--- src/rtl/rr_arb_pkg.sv ---
// Shared types and helpers for the round-robin arbiters.
package rr_arb_pkg;

  typedef enum logic {
    IDLE = 1'b0,
    BUSY = 1'b1
  } arb_state_e;

  // Advance a round-robin pointer with an explicit wrap so N need not be a power of two.
  function automatic int rr_next(input int ptr, input int n);
    return (ptr >= n - 1) ? 0 : ptr + 1;
  endfunction

endpackage

--- src/rtl/rr_pick.sv ---
// Rotating-priority encoder: the first asserted request at or after ptr wins,
// wrapping from N-1 back to 0.
module rr_pick #(
  parameter  int N = 5,
  localparam int W = $clog2(N)
) (
  input  logic [N-1:0] req,
  input  logic [W-1:0] ptr,
  output logic         any,
  output logic [W-1:0] idx
);

  int cand;

  always_comb begin
    any  = 1'b0;
    idx  = '0;
    cand = 0;
    for (int i = 0; i < N; i++) begin
      cand = int'(ptr) + i;
      if (cand >= N) cand = cand - N;
      if (!any && req[W'(cand)]) begin
        any = 1'b1;
        idx = W'(cand);
      end
    end
  end

endmodule

--- src/rtl/rr_port_arbiter.sv ---
// Round-robin arbiter sharing one downstream port among N_REQ burst requesters.
// A grant holds for a whole burst, or until MAX_BURST beats force a release.
module rr_port_arbiter
  import rr_arb_pkg::*;
#(
  parameter  int N_REQ     = 5,
  parameter  int DATA_W    = 10,
  parameter  int MAX_BURST = 16,
  localparam int ID_W      = $clog2(N_REQ)
) (
  input  logic              clk,
  input  logic              rst,
  input  logic [N_REQ-1:0]  req_valid,
  input  logic [DATA_W-1:0] req_data [0:N_REQ-1],
  input  logic [N_REQ-1:0]  req_last,
  output logic [N_REQ-1:0]  req_ready,
  output logic              gnt_valid,
  output logic [DATA_W-1:0] gnt_data,
  output logic              gnt_last,
  output logic [ID_W-1:0]   gnt_id,
  input  logic              gnt_ready,
  output logic              burst_err
);

  localparam int              CNT_W    = $clog2(MAX_BURST + 1);
  localparam logic [CNT_W-1:0] LIMIT_CNT = CNT_W'(MAX_BURST - 1);

  arb_state_e       state_q, state_d;
  logic [ID_W-1:0]  owner_q, owner_d;
  logic [ID_W-1:0]  rr_ptr_q, rr_ptr_d;
  logic [CNT_W-1:0] beat_cnt_q, beat_cnt_d;
  logic             burst_err_q, burst_err_d;

  logic             pick_any;
  logic [ID_W-1:0]  pick_idx;
  logic             owner_last;
  logic             at_limit;
  logic             beat;

  rr_pick #(.N(N_REQ)) u_pick (
    .req (req_valid),
    .ptr (rr_ptr_q),
    .any (pick_any),
    .idx (pick_idx)
  );

  always_ff @(posedge clk or posedge rst) begin
    if (rst) begin
      state_q     <= IDLE;
      owner_q     <= '0;
      rr_ptr_q    <= '0;
      beat_cnt_q  <= '0;
      burst_err_q <= 1'b0;
    end else begin
      state_q     <= state_d;
      owner_q     <= owner_d;
      rr_ptr_q    <= rr_ptr_d;
      beat_cnt_q  <= beat_cnt_d;
      burst_err_q <= burst_err_d;
    end
  end

  always_comb begin
    state_d     = state_q;
    owner_d     = owner_q;
    rr_ptr_d    = rr_ptr_q;
    beat_cnt_d  = beat_cnt_q;
    burst_err_d = burst_err_q;
    req_ready   = '0;
    gnt_valid   = 1'b0;
    gnt_data    = '0;
    gnt_last    = 1'b0;
    gnt_id      = '0;
    owner_last  = 1'b0;
    at_limit    = 1'b0;
    beat        = 1'b0;

    case (state_q)
      IDLE: begin
        if (pick_any) begin
          owner_d = pick_idx;
          state_d = BUSY;
        end
      end
      BUSY: begin
        owner_last         = req_last[owner_q];
        at_limit           = (beat_cnt_q == LIMIT_CNT);
        gnt_valid          = req_valid[owner_q];
        gnt_data           = req_data[owner_q];
        gnt_id             = owner_q;
        req_ready[owner_q] = gnt_ready;
        gnt_last           = gnt_valid & (owner_last | at_limit);
        beat               = gnt_valid & gnt_ready;
        // The MAX_BURST-th beat ends the grant even without req_last and flags it.
        if (beat) begin
          if (owner_last || at_limit) begin
            state_d    = IDLE;
            beat_cnt_d = '0;
            rr_ptr_d   = ID_W'(rr_next(int'(owner_q), N_REQ));
            if (!owner_last) burst_err_d = 1'b1;
          end else begin
            beat_cnt_d = beat_cnt_q + 1'b1;
          end
        end
      end
      default: state_d = IDLE;
    endcase
  end

  assign burst_err = burst_err_q;

endmodule

--- config.mk ---
export PLATFORM = sky130hd
export DESIGN_NAME = rr_port_arbiter
export DESIGN_NICKNAME = d
export VERILOG_FILES = /design/src/rtl/rr_arb_pkg.sv /design/src/rtl/rr_pick.sv /design/src/rtl/rr_port_arbiter.sv
export SDC_FILE = /design/constraint.sdc
export NUM_CORES = 1
export LEC_CHECK = 0
export ABC_AREA = 1
export CAP_MARGIN = 10
export CORE_ASPECT_RATIO = 0.9
export CORE_MARGIN = 1
export CORE_UTILIZATION = 44
export CTS_CLUSTER_DIAMETER = 150
export DETAILED_ROUTE_END_ITERATION = 8
export GPL_ROUTABILITY_DRIVEN = 0
export PLACE_DENSITY = 0.85
export SLEW_MARGIN = 20
export SYNTH_ARGS = -nofsm -noshare
export SYNTH_HDL_FRONTEND = slang
export SYNTH_SLANG_ARGS = --single-unit
--- constraint.sdc ---
create_clock -name clk -period 4.8 [get_ports clk]
set_input_delay 1.44 -clock clk [delete_from_list [all_inputs] [get_ports clk]]
set_output_delay 1.44 -clock clk [all_outputs]
set_load 0.01 [all_outputs]
==> results.yml <==
status:
  outcome: "finished, final reports clean"
synthesis:
  ys_types: 36
  synth-main-ff-cell: "dfrtp_1"
  synth_nets: 461
  synth_warnings: 0
  avgSynthCellArea_sq_um: 5.70
  synth-edff-count: 0
  seq_area_frac_synth: 0.148
  syn_area_sq_mm: 0.00220
  ys_ff_latch: 13
  async_flop_share: 1.00
  netlist_instances: 386
setup_path:
  crit_path_start_kind: "primary input"
  startpoint: "req_valid[0]"
  rr_endpoint: "owner_q[0]"
  arrival_ns: 3.21
  reg2reg_slack_ns: 1.52
  worstPathMaxFanout: 4
  required_ns: 3.36
  crit_type: "in -> out"
  rr_startpoint: "rr_ptr_q[0]"
  crit_end: "gnt_last"
  r2r_cells: 12
  worst_setup_path_end_kind: "output pin"
floorplan:
  core-area_sq_mm: 0.00483
  die_x_um: 76.6
  chipHeight_um: 69.1
  row_count: 24
  ios: 84
  die_area_sq_mm: 0.00529
  start_util: 0.455
power:
  power_density_mw_per_mm2: 691
  peakVddDrop_mv: 0.321
  power_mw: 2.18
  leakagePower_nw: 1.54
sta:
  final-hold-violation-count: 0
  skew_ns: 0.000991
  setup_tns_ns: 0
  period_share: 0.968
  fmax_mhz: 215
  max_slew_margin: 0.451
  setup_violations: 0
  tightest_slew_ns: 0.821
  slew_viol_final: 0
  holdWs_ns: 0.461
  period_minus_slack_ns: 4.65
  rsz0062_at_grt: "false"
clock_tree:
  clock-sinks: 13
  cts.clk_slew.worst_paths_ns: 0.05
  clock_latency_ns: 0.24
  cts_tree: "done"
  holdBufCountCts: 0
  clock-root-buffer: "clkbuf_8"
  numCtsBuffers: 3
  cts-htree-levels: 1
  clk_path_buf_depth: 2
placement:
  place_inst: 528
  dpl.hpwl_mm: 5.59
  port_buffers: 83
drt:
  wl_mm: 7.13
  firstDrtPassIters: 4
  viasPerCell: 5.33
  wl_per_cell_um: 13.4
  drc: 0
  postRouteAntennaNets: 0
  via_count: 2833
  dr.first_iter.drc_count: 185
global_route:
  gr-usage-met1: 0.321
  grt_use_met2: 0.525
  grt_pass1_wl_mm: 12.0
  grt_pass1_vias: 2795
  antenna_found_initial: 0
  grt-ovfl-total: 0
  grtUsageMet3: 0.0331
  grt_util_all_layers: 0.278
  grt_busiest_layer: "met2"
  grt_max_degree: 20
layout:
  finish.utilization: 0.653
  drive_above_1_share: 0.0921
  fill_cells: 432
  area_growth_pct: 43.4
  diodes: 0
  fin_cells: 532
  nets: 543
worst_hold_path:
  min_path_type: "reg -> reg"
flow_run:
  drv_cap: 0
==> worst max-delay path: stages <==
cell	delay, ns
clkdlybuf4s50_1	0.53
inv_1	0.11
o211ai_1	0.20
nand3_2	0.15
nor3_1	0.21
clkdlybuf4s50_1	0.58
==> final cells by class <==
type / count / area [sq um] / share of cell area
inverters: 51 / 191 / 0.0606
repair buffers: 90 / 883 / 0.280
multi-input cells: 309 / 1630 / 0.516
clock buffers: 4 / 45.0 / 0.0143
flip-flops and latches: 13 / 325 / 0.103
well taps: 65 / 81.3 / 0.0258
==> worst min-delay path by stage <==
| stage | startpoint | end | depth (start not counted) |
|---|---|---|---|
| floorplan | beat_cnt_q[3] | beat_cnt_q[3] | 1 |
| global placement | beat_cnt_q[3] | beat_cnt_q[3] | 1 |
| detailed placement | beat_cnt_q[3] | beat_cnt_q[3] | 1 |
| CTS | beat_cnt_q[3] | beat_cnt_q[3] | 1 |
| global route | beat_cnt_q[3] | beat_cnt_q[3] | 1 |
| finish | beat_cnt_q[3] | beat_cnt_q[3] | 1 |
==> timing repair <==
action                                  CTS  global route
buffers inserted                          0             0
endpoints found under the setup margin    0             1
gates resized for setup                   0             1
==> where the power goes <==
part | switching (mW) | leakage (nW) | internal [mW] | total, mW
Combinational | 1.12 | 1.35 | 0.713 | 1.84
Sequential | 0.103 | 0.164 | 0.146 | 0.249
Clock | 0.0381 | 0.0228 | 0.0586 | 0.0967
Total | 1.26 | 1.54 | 0.918 | 2.18
==> state kept, by name, summed over array words and instances (netlist names) <==
name        flops
burst_err       1
rr_ptr_q        3
beat_cnt_q      5
owner_q         3
state_q         1
==> cells by family after synthesis <==
| group | Yosys count | synth area share |
|---|---|---|
| AO/OA/AOI/OAI | 59 | 0.165 |
| XOR/XNOR | 2 | 0.00796 |
| adder cells (fa/ha/maj) | 12 | 0.0716 |
| buffers and inverters | 64 | 0.114 |
| flip-flops | 13 | 0.148 |
| AND/OR/NAND/NOR | 236 | 0.493 |
==> Yosys cell counts, drive strengths merged (2+ instances only) <==
master / number / area share
a21oi: 4 / 0.011
and3: 2 / 0.0057
buf: 5 / 0.014
clkbuf: 8 / 0.014
dfrtp: 13 / 0.15
ha: 11 / 0.062
inv: 51 / 0.087
nand2: 119 / 0.22
nand3: 45 / 0.11
nand4: 15 / 0.045
nor2: 46 / 0.086
nor3: 7 / 0.016
o21ai: 39 / 0.094
o221ai: 11 / 0.044
==> stage by stage <==
stage / setup slack (ns) / area [sq um]
final: 0.152 / 3160
after global routing: 0.00169 / 3160
after CTS: 0.125 / 3150
after detailed placement: 0.153 / 3110
after global placement: 0.174 / 3110
after floorplan: 1.10 / 2200
==> layout by cell type, fill, tap and decap left out, types with 2 or more instances in the layout <==
cell,n
clkdlybuf4s50_1,83
nand4_1,14
nor3_1,7
nor2_1,43
dfrtp_1,13
a21oi_1,3
o21ai_0,33
clkbuf_8,3
o221ai_1,11
nand2_4,2
nand3_1,40
and3_1,2
nand2_2,11
o21ai_2,3
buf_4,7
inv_2,6
o21ai_1,3
nand2_1,106
inv_1,45
ha_1,11
nor2_4,2
nand3_2,5
==> per-layer routing <==
metal	part of all wire	vias to the layer above
li1	-	1448
met1	0.41	1256
met2	0.49	113
met3	0.081	16
met4	0.020	0
met5	0	-
Power figures use the tool's default switching activity.
